<file path="config.mk">
export PLATFORM = sky130hd
export DESIGN_NAME = serialtopara
export DESIGN_NICKNAME = d
export VERILOG_FILES = /design/src/rtl/serialtopara_pkg.sv /design/src/rtl/serial_a_paralelo.sv /design/src/rtl/serialtopara.sv
export SDC_FILE = /design/constraint.sdc
export NUM_CORES = 1
export LEC_CHECK = 0
export BUFFER_PORTS_ARGS = -buffer_cell sky130_fd_sc_hd__buf_4
export CAP_MARGIN = 15
export CORE_ASPECT_RATIO = 1.1
export CORE_MARGIN = 4
export CORE_UTILIZATION = 48
export CTS_BUF_LIST = sky130_fd_sc_hd__clkbuf_16
export CTS_CLUSTER_DIAMETER = 150
export CTS_CLUSTER_SIZE = 24
export DETAILED_ROUTE_END_ITERATION = 12
export GPL_TIMING_DRIVEN = 0
export PLACE_DENSITY = 0.68
export SYNTH_ARGS = -nofsm -noshare
export SYNTH_HDL_FRONTEND = slang
export SYNTH_HIERARCHICAL = 1
export SYNTH_SLANG_ARGS = --single-unit
export TNS_END_PERCENT = 100
</file>
<file path="constraint.sdc">
create_clock -name clk -period 3.07 [get_ports clk]
set_input_delay 0 -clock clk [delete_from_list [all_inputs] [get_ports clk]]
set_output_delay 0 -clock clk [all_outputs]
set_load 0.02 [all_outputs]
</file>
<file path="src/rtl/serialtopara_pkg.sv">
// Shared definitions for the dual-lane deserializer: default word width,
// comma symbol, lock threshold and per-lane state encoding.
package serialtopara_pkg;

    localparam int         DATA_SIZE_DEF  = 8;
    localparam logic [7:0] COMMA_DEF      = 8'hBC;
    localparam int         SYNC_COUNT_DEF = 4;

    typedef enum logic [1:0] {
        SEARCH = 2'd0,
        ALIGN  = 2'd1,
        ACTIVE = 2'd2
    } lane_state_t;

endpackage

</file>
<file path="src/rtl/serial_a_paralelo.sv">
// One deserializer lane: comma-based byte alignment, MSB-first word assembly,
// push to a downstream FIFO with sticky overflow when it is almost full.
module serial_a_paralelo
    import serialtopara_pkg::*;
#(
    parameter int                   DATA_SIZE  = DATA_SIZE_DEF,
    parameter logic [DATA_SIZE-1:0] COMMA      = DATA_SIZE'(COMMA_DEF),
    parameter int                   SYNC_COUNT = SYNC_COUNT_DEF
) (
    input  logic                 clk,
    input  logic                 reset,
    input  logic                 sdata,
    input  logic                 fifo_almostfull,
    output logic [DATA_SIZE-1:0] out,
    output logic                 push,
    output logic                 active,
    output logic                 overflow
);

    localparam int CW = $clog2(DATA_SIZE);

    lane_state_t          state_reg, state_next;
    logic [DATA_SIZE-1:0] sr_reg;
    logic [DATA_SIZE-1:0] sr_next;
    logic [CW-1:0]        bit_cnt_reg, bit_cnt_next;
    logic [2:0]           comma_cnt_reg, comma_cnt_next;
    logic [2:0]           comma_cnt_inc;
    logic [DATA_SIZE-1:0] out_reg, out_next;
    logic                 push_reg, push_next;
    logic                 overflow_reg, overflow_next;
    logic                 boundary;
    logic                 is_comma;

    assign sr_next       = {sr_reg[DATA_SIZE-2:0], sdata};
    assign boundary      = (bit_cnt_reg == CW'(DATA_SIZE - 1));
    assign is_comma      = (sr_next == COMMA);
    assign comma_cnt_inc = comma_cnt_reg + 3'd1;

    always_comb begin
        state_next     = state_reg;
        bit_cnt_next   = bit_cnt_reg;
        comma_cnt_next = comma_cnt_reg;
        out_next       = out_reg;
        push_next      = 1'b0;
        overflow_next  = overflow_reg;

        // Word phase only runs once a comma has fixed the byte alignment.
        if (state_reg != SEARCH) begin
            bit_cnt_next = boundary ? '0 : bit_cnt_reg + 1'b1;
        end

        unique case (state_reg)
            SEARCH: begin
                if (is_comma) begin
                    state_next     = ALIGN;
                    comma_cnt_next = 3'd1;
                    bit_cnt_next   = '0;
                end
            end
            ALIGN: begin
                if (boundary) begin
                    if (is_comma) begin
                        comma_cnt_next = comma_cnt_inc;
                        if (comma_cnt_inc == 3'(SYNC_COUNT)) begin
                            state_next = ACTIVE;
                        end
                    end else begin
                        state_next     = SEARCH;
                        comma_cnt_next = 3'd0;
                    end
                end
            end
            ACTIVE: begin
                // The stream cannot stall: a word hitting a full FIFO is lost.
                if (boundary) begin
                    out_next = sr_next;
                    if (!is_comma) begin
                        if (fifo_almostfull) begin
                            overflow_next = 1'b1;
                        end else begin
                            push_next = 1'b1;
                        end
                    end
                end
            end
            default: state_next = SEARCH;
        endcase
    end

    always_ff @(posedge clk) begin
        if (reset) begin
            state_reg     <= SEARCH;
            sr_reg        <= '0;
            bit_cnt_reg   <= '0;
            comma_cnt_reg <= 3'd0;
            out_reg       <= '0;
            push_reg      <= 1'b0;
            overflow_reg  <= 1'b0;
        end else begin
            state_reg     <= state_next;
            sr_reg        <= sr_next;
            bit_cnt_reg   <= bit_cnt_next;
            comma_cnt_reg <= comma_cnt_next;
            out_reg       <= out_next;
            push_reg      <= push_next;
            overflow_reg  <= overflow_next;
        end
    end

    assign out      = out_reg;
    assign push     = push_reg;
    assign active   = (state_reg == ACTIVE);
    assign overflow = overflow_reg;

endmodule

</file>
<file path="src/rtl/serialtopara.sv">
// Two independent deserializer lanes sharing one bit clock; receiving end of
// the dual-lane paratoserial link.
module serialtopara
    import serialtopara_pkg::*;
#(
    parameter int                   DATA_SIZE  = DATA_SIZE_DEF,
    parameter logic [DATA_SIZE-1:0] COMMA      = DATA_SIZE'(COMMA_DEF),
    parameter int                   SYNC_COUNT = SYNC_COUNT_DEF
) (
    input  logic                 clk,
    input  logic                 reset,
    input  logic                 in0,
    input  logic                 in1,
    input  logic                 fifo_almostfull0,
    input  logic                 fifo_almostfull1,
    output logic [DATA_SIZE-1:0] out0,
    output logic [DATA_SIZE-1:0] out1,
    output logic                 push_0,
    output logic                 push_1,
    output logic                 active_0,
    output logic                 active_1,
    output logic                 overflow_0,
    output logic                 overflow_1
);

    logic [1:0]           lane_in;
    logic [1:0]           lane_afull;
    logic [DATA_SIZE-1:0] lane_out [2];
    logic [1:0]           lane_push;
    logic [1:0]           lane_active;
    logic [1:0]           lane_overflow;

    assign lane_in    = {in1, in0};
    assign lane_afull = {fifo_almostfull1, fifo_almostfull0};

    generate
        for (genvar gi = 0; gi < 2; gi++) begin : g_lane
            serial_a_paralelo #(
                .DATA_SIZE  (DATA_SIZE),
                .COMMA      (COMMA),
                .SYNC_COUNT (SYNC_COUNT)
            ) u_lane (
                .clk             (clk),
                .reset           (reset),
                .sdata           (lane_in[gi]),
                .fifo_almostfull (lane_afull[gi]),
                .out             (lane_out[gi]),
                .push            (lane_push[gi]),
                .active          (lane_active[gi]),
                .overflow        (lane_overflow[gi])
            );
        end
    endgenerate

    assign out0       = lane_out[0];
    assign out1       = lane_out[1];
    assign push_0     = lane_push[0];
    assign push_1     = lane_push[1];
    assign active_0   = lane_active[0];
    assign active_1   = lane_active[1];
    assign overflow_0 = lane_overflow[0];
    assign overflow_1 = lane_overflow[1];

endmodule
</file>
; ---- Word-level counts from Yosys, hierarchy flattened
; Index checks and enable logic that the tools add are counted.
[totals]
ff_bits = 50
latchBits = 0
ram_bits = 0
mem_bits_ro = 0
in_bits = 6
output_inout_bits = 22
elab_cells = 84
n_memories = 0
[classes]
n_addsub = 4
mul = 0
n_div = 0
magnitude_cmp = 0
n_eq_ne = 16
shift = 0
n_mux = 28
n_bitwise = 6
n_reduce_logical = 16
[op_table]
columns = op, count
row1 = 3-bit two-way mux, 14
row2 = "8-bit equality test, second input constant", 2
row3 = 2-bit two-way mux, 8
row4 = 4-bit AND reduction, 4
row5 = "3-bit by 1-bit adder with 3-bit output, second input constant", 4
row6 = "3-bit equality test, second input constant", 4
row7 = 2-bit one-hot mux with 3 select lines, 2
row8 = 3-bit one-hot mux with 2 select lines, 2
row9 = "2-bit by 1-bit inequality test with 1-bit output, second input constant", 4
row10 = 2-bit nonzero test, 4
row11 = 4-bit OR reduction, 2
row12 = "3-bit inequality test, second input constant", 2
row13 = 1-bit NOT, 6
row14 = 3-bit AND reduction, 2
row15 = "2-bit by 1-bit equality test with 1-bit output, second input constant", 2
row16 = "2-bit equality test, second input constant", 2
row17 = 2-bit logical NOT, 2
row18 = 2-bit AND reduction, 2
row19 = 1-bit two-way mux, 2

; ---- Logic depth before layout (Yosys ltp)
[logic_depth]
ltp_word = 6
mapped_depth = 7
mapped_depth_nobuf = 6

; ---- Cells and area by module
; The synthesis kept the hierarchy.
[modules_own_cells]
columns = module, instances, cells_per_inst, area_each_um2, seq_area_each_um2
row1 = serial_a_paralelo, 2, 102, 1028.5, 500.5

; ---- Worst setup path before layout
; OpenSTA, ideal clock, no wires.
[synth_timing]
kind = reg2reg
startpoint = register g_lane[0].u_lane.bit_cnt_reg[0]
endpoint = register g_lane[0].u_lane.comma_cnt_reg[2]
setup_time_ps = 132
t_arrival_ps = 1288
required_time_ps = 2938
setup_slack_ps = 1651
stages_incl_launch_ff = 8
path_buffers = 1
synth_period_minus_slack_ps = 1419
path_cell_list = dfxtp_1 -> ha_1 -> ha_1 -> buf_2 -> nor2b_1 -> o31ai_1 -> nand4b_1 -> a21oi_1
[synth_via]
elab_chain_cells = 3
[synth_lines]
columns = element, line_no
row1 = "start, declared", serial_a_paralelo.sv:25  ; logic [CW-1:0] bit_cnt_reg, bit_cnt_next;
row2 = "start signal, assigned", serial_a_paralelo.sv:102  ; bit_cnt_reg <= bit_cnt_next;
row3 = 3-bit equality test, serial_a_paralelo.sv:35  ; assign boundary = (bit_cnt_reg == CW'(DATA_SIZE - 1));
row4 = 2-bit by 1-bit inequality test with 1-bit output (no source line), --
row5 = 3-bit AND reduction (no source line), --
row6 = "end signal, assigned", serial_a_paralelo.sv:103  ; comma_cnt_reg <= comma_cnt_next;
row7 = "end, declared", serial_a_paralelo.sv:26  ; logic [2:0] comma_cnt_reg, comma_cnt_next;
; Every way passes these cells.
; A chain may end at the register's enable or synchronous reset.

; ---- Worst setup path in the final report
[layout_timing]
startpoint = register g_lane[1].u_lane.bit_cnt_reg[0]
endpoint = register g_lane[1].u_lane.comma_cnt_reg[2]
[layout_via]
elab_chain_cells = 3
[layout_lines]
columns = element, line_no
row1 = "start, declared", serial_a_paralelo.sv:25
row2 = "start signal, assigned", serial_a_paralelo.sv:102
row3 = 3-bit equality test, serial_a_paralelo.sv:35
row4 = 2-bit by 1-bit inequality test with 1-bit output (no source line), --
row5 = 3-bit AND reduction (no source line), --
row6 = "end signal, assigned", serial_a_paralelo.sv:103
row7 = "end, declared", serial_a_paralelo.sv:26
; Every way passes these cells.

==> flow_summary.json <==
{
  "run_status": "complete, no violations",
  "hold_path.class": "in -> reg",
  "core_sq_um": 4050,
  "setup_viol": 0,
  "wire_per_inst_microns": 12.6,
  "initial_core_util": 0.507,
  "crit_buf_inv": 1,
  "first_pass_iters": 4,
  "cts_tree": "built",
  "cts_buffers": 5,
  "setup_slack_ns": 1.51,
  "drv_slew": 0,
  "worstPathMaxFanout": 7,
  "syn-num-nets": 218,
  "critPathRequiredTime_ns": 3.23,
  "ctsRootBufferMaster": "clkbuf_16",
  "grt_setup_unrepaired": "no",
  "ys_seq_area_frac": 0.487,
  "pwr_density_cell_nw_per_um2": 485,
  "pre_cts_slack_ns": 1.52,
  "ctsHtreeMaxLevel": 2,
  "ant_nets": 0,
  "synth_edf_count": 0,
  "area_growth_pct": 23.6,
  "vdd_ir_drop_max_v": 0.000322,
  "clk_pin_slew_worst_paths_ns": 0.07,
  "io_pins": 28,
  "drtIter0Drc": 82,
  "vias_per_cell": 5.15,
  "drc_errors": 0,
  "cpMaxStageDelayCell": "dfxtp_1",
  "worstSkewPairLatency_ns": 0.28,
  "yosysWarnings": 6,
  "slowest_delay_ns": 0.33,
  "cap_violations": 0,
  "path_cells": "ha_1, ha_1, buf_2, nor2b_1, o31ai_1, nand4b_1, a21oi_1",
  "finalCriticalPeriod_ns": 1.56,
  "antenna_cells": 0,
  "netlist.area_leader.share": 0.487,
  "antenna_found_initial": 0,
  "synth-seq-cells": 50,
  "ys_types": 31,
  "hold_ws_ns": 0.425,
  "num_vias": 1536,
  "grt_pass1_wl_microns": 6490,
  "fp.dieH_microns": 76.7,
  "tns_ns": 0,
  "die_area_sq_um": 5400,
  "crit_arrival_ns": 1.72,
  "clock_skew_ns": 0.00748,
  "cts_setup_buffers": 0,
  "gr-total-overflow": 0,
  "grt.total_usage": 0.146,
  "tightest_slew_ns": 0.493,
  "row_count": 24,
  "netlist_instances": 204,
  "finalNetCount": 259,
  "port_buffers": 27,
  "synth_top_area_cell": "dfxtp_1",
  "layout-drive-gt1-share": 0.215,
  "hpwl_microns": 2610,
  "postCtsHoldBufs": 7,
  "start_kind": "register",
  "gp_congestion": 0.716,
  "cts_sinks": 50,
  "fmax_mhz": 639,
  "grt_max_degree": 18,
  "synth.avg_cell_area_sq_um": 10.1,
  "grt_pass1_vias": 1496,
  "relSlewSlack": 0.671,
  "drt_wl_total_microns": 3760,
  "ys_top_cells_by_area": "dfxtp_1 49%, mux2i_1 7.8%, nor2b_1 6.1%",
  "largest_reg_flops": 16,
  "period_share": 0.510,
  "crit_top_cell": "ha_1",
  "path_delay_family": "simple AND/OR/NAND/NOR gates",
  "synth_top_flop_cell": "dfxtp_1",
  "clockBufferDepth": 2,
  "post_cts_resized": 0,
  "p_leak_uw": 0.00119,
  "path_class": "reg -> reg",
  "ys_async_sr_fraction": 0,
  "die_w_microns": 70.4,
  "end_kind": "register",
  "synth.cell_area_sq_um": 2060,
  "finalHoldViolations": 0
}
stage by stage:
stage	util	cell area (sq um)	cells	power, uW
6_report	0.627	2540	298	1230
5_1_grt	0.627	2540	298	1280
4_1_cts	0.627	2540	298	1250
3_5_place_dp	0.573	2320	283	694
3_3_place_gp	0.573	2320	283	694
2_1_floorplan	-	2060	204	681
cell families after synthesis:
| kind of cell | share of synthesized area |
|---|---|
| AND/OR/NAND/NOR | 0.246 |
| AO/OA/AOI/OAI | 0.109 |
| adder cells (fa/ha/maj) | 0.0487 |
| flip-flops | 0.487 |
| buffers and inverters | 0.0316 |
| multiplexers | 0.0779 |
placed cells by master, fill, tap and decap left out, drive strengths merged:
| master | instances |
|---|---|
| o21ai | 8 |
| nand2b | 4 |
| a21o | 2 |
| o21a | 4 |
| nor4 | 4 |
| buf | 31 |
| mux2i | 16 |
| nand3 | 4 |
| nand2 | 4 |
| and4 | 2 |
| nor2b | 20 |
| nor2 | 26 |
| clkbuf | 13 |
| a41oi | 2 |
| a31oi | 6 |
| nand3b | 4 |
| nor3 | 4 |
| dlygate4sd3 | 7 |
| inv | 4 |
| nand4b | 2 |
| o31ai | 2 |
| ha | 8 |
| clkinv | 1 |
| and4bb | 2 |
| dfxtp | 50 |
| a21oi | 10 |
| o21ba | 2 |
| nand4 | 4 |
per-layer routing:
metal / track usage / routed length (microns)
met2: 0.224 / 1750
met4: 0.0536 / 21
met1: 0.191 / 1850
met5: 0 / 0
met3: 0.0471 / 138
report_power, final:
group	switching (uW)	internal, uW	total (uW)	leakage (uW)
clock network	240	306	546	0.0000746
registers	3.45	652	656	0.000404
logic	14.9	15.2	30.1	0.000712
tightest hold or removal path, stage by stage:
cell	delay [ns]
dlygate4sd3_1	0.52
buf_4	0.10
nor4_1	0.04
cell usage after synthesis (4+ instances only):
cell type,count
a31oi_1,6
nor3_1,4
dfxtp_1,50
ha_1,8
nor2_1,26
o21a_1,4
nor2b_1,20
nand3b_1,4
nand2b_1,4
mux2i_1,16
o21ai_0,8
a21oi_1,10
clkbuf_1,6
nand3_1,4
layout make-up:
cell class	count	area, sq um
Fill cell	358	1510
Clock buffer	5	125
Tap cell	52	65.1
Inverter	2	7.51
Buffer	12	57.6
Multi-Input combinational cell	140	991
Timing Repair Buffer	34	273
Clock inverter	3	22.5
Sequential cell	50	1000
path summary, 6_finish.rpt:
| path | to | from | cells after the start | slack (ns) |
|---|---|---|---|---|
| max | g_lane[1].u_lane/comma_cnt_reg[2]$_SDFFE_PP0P_ | g_lane[1].u_lane/bit_cnt_reg[0]$_SDFF_PP0_ | 7 | 1.51 |
| min | g_lane[0].u_lane/push$_SDFF_PP0_ | fifo_almostfull0 | 3 | 0.42 |
| max reg2reg | g_lane[1].u_lane/comma_cnt_reg[2]$_SDFFE_PP0P_ | g_lane[1].u_lane/bit_cnt_reg[0]$_SDFF_PP0_ | 7 | 1.51 |
| min reg2reg | g_lane[0].u_lane/overflow$_SDFFE_PP0P_ | g_lane[0].u_lane/overflow$_SDFFE_PP0P_ | 2 | 0.48 |
Note: power is estimated with default switching activity, not from simulation.
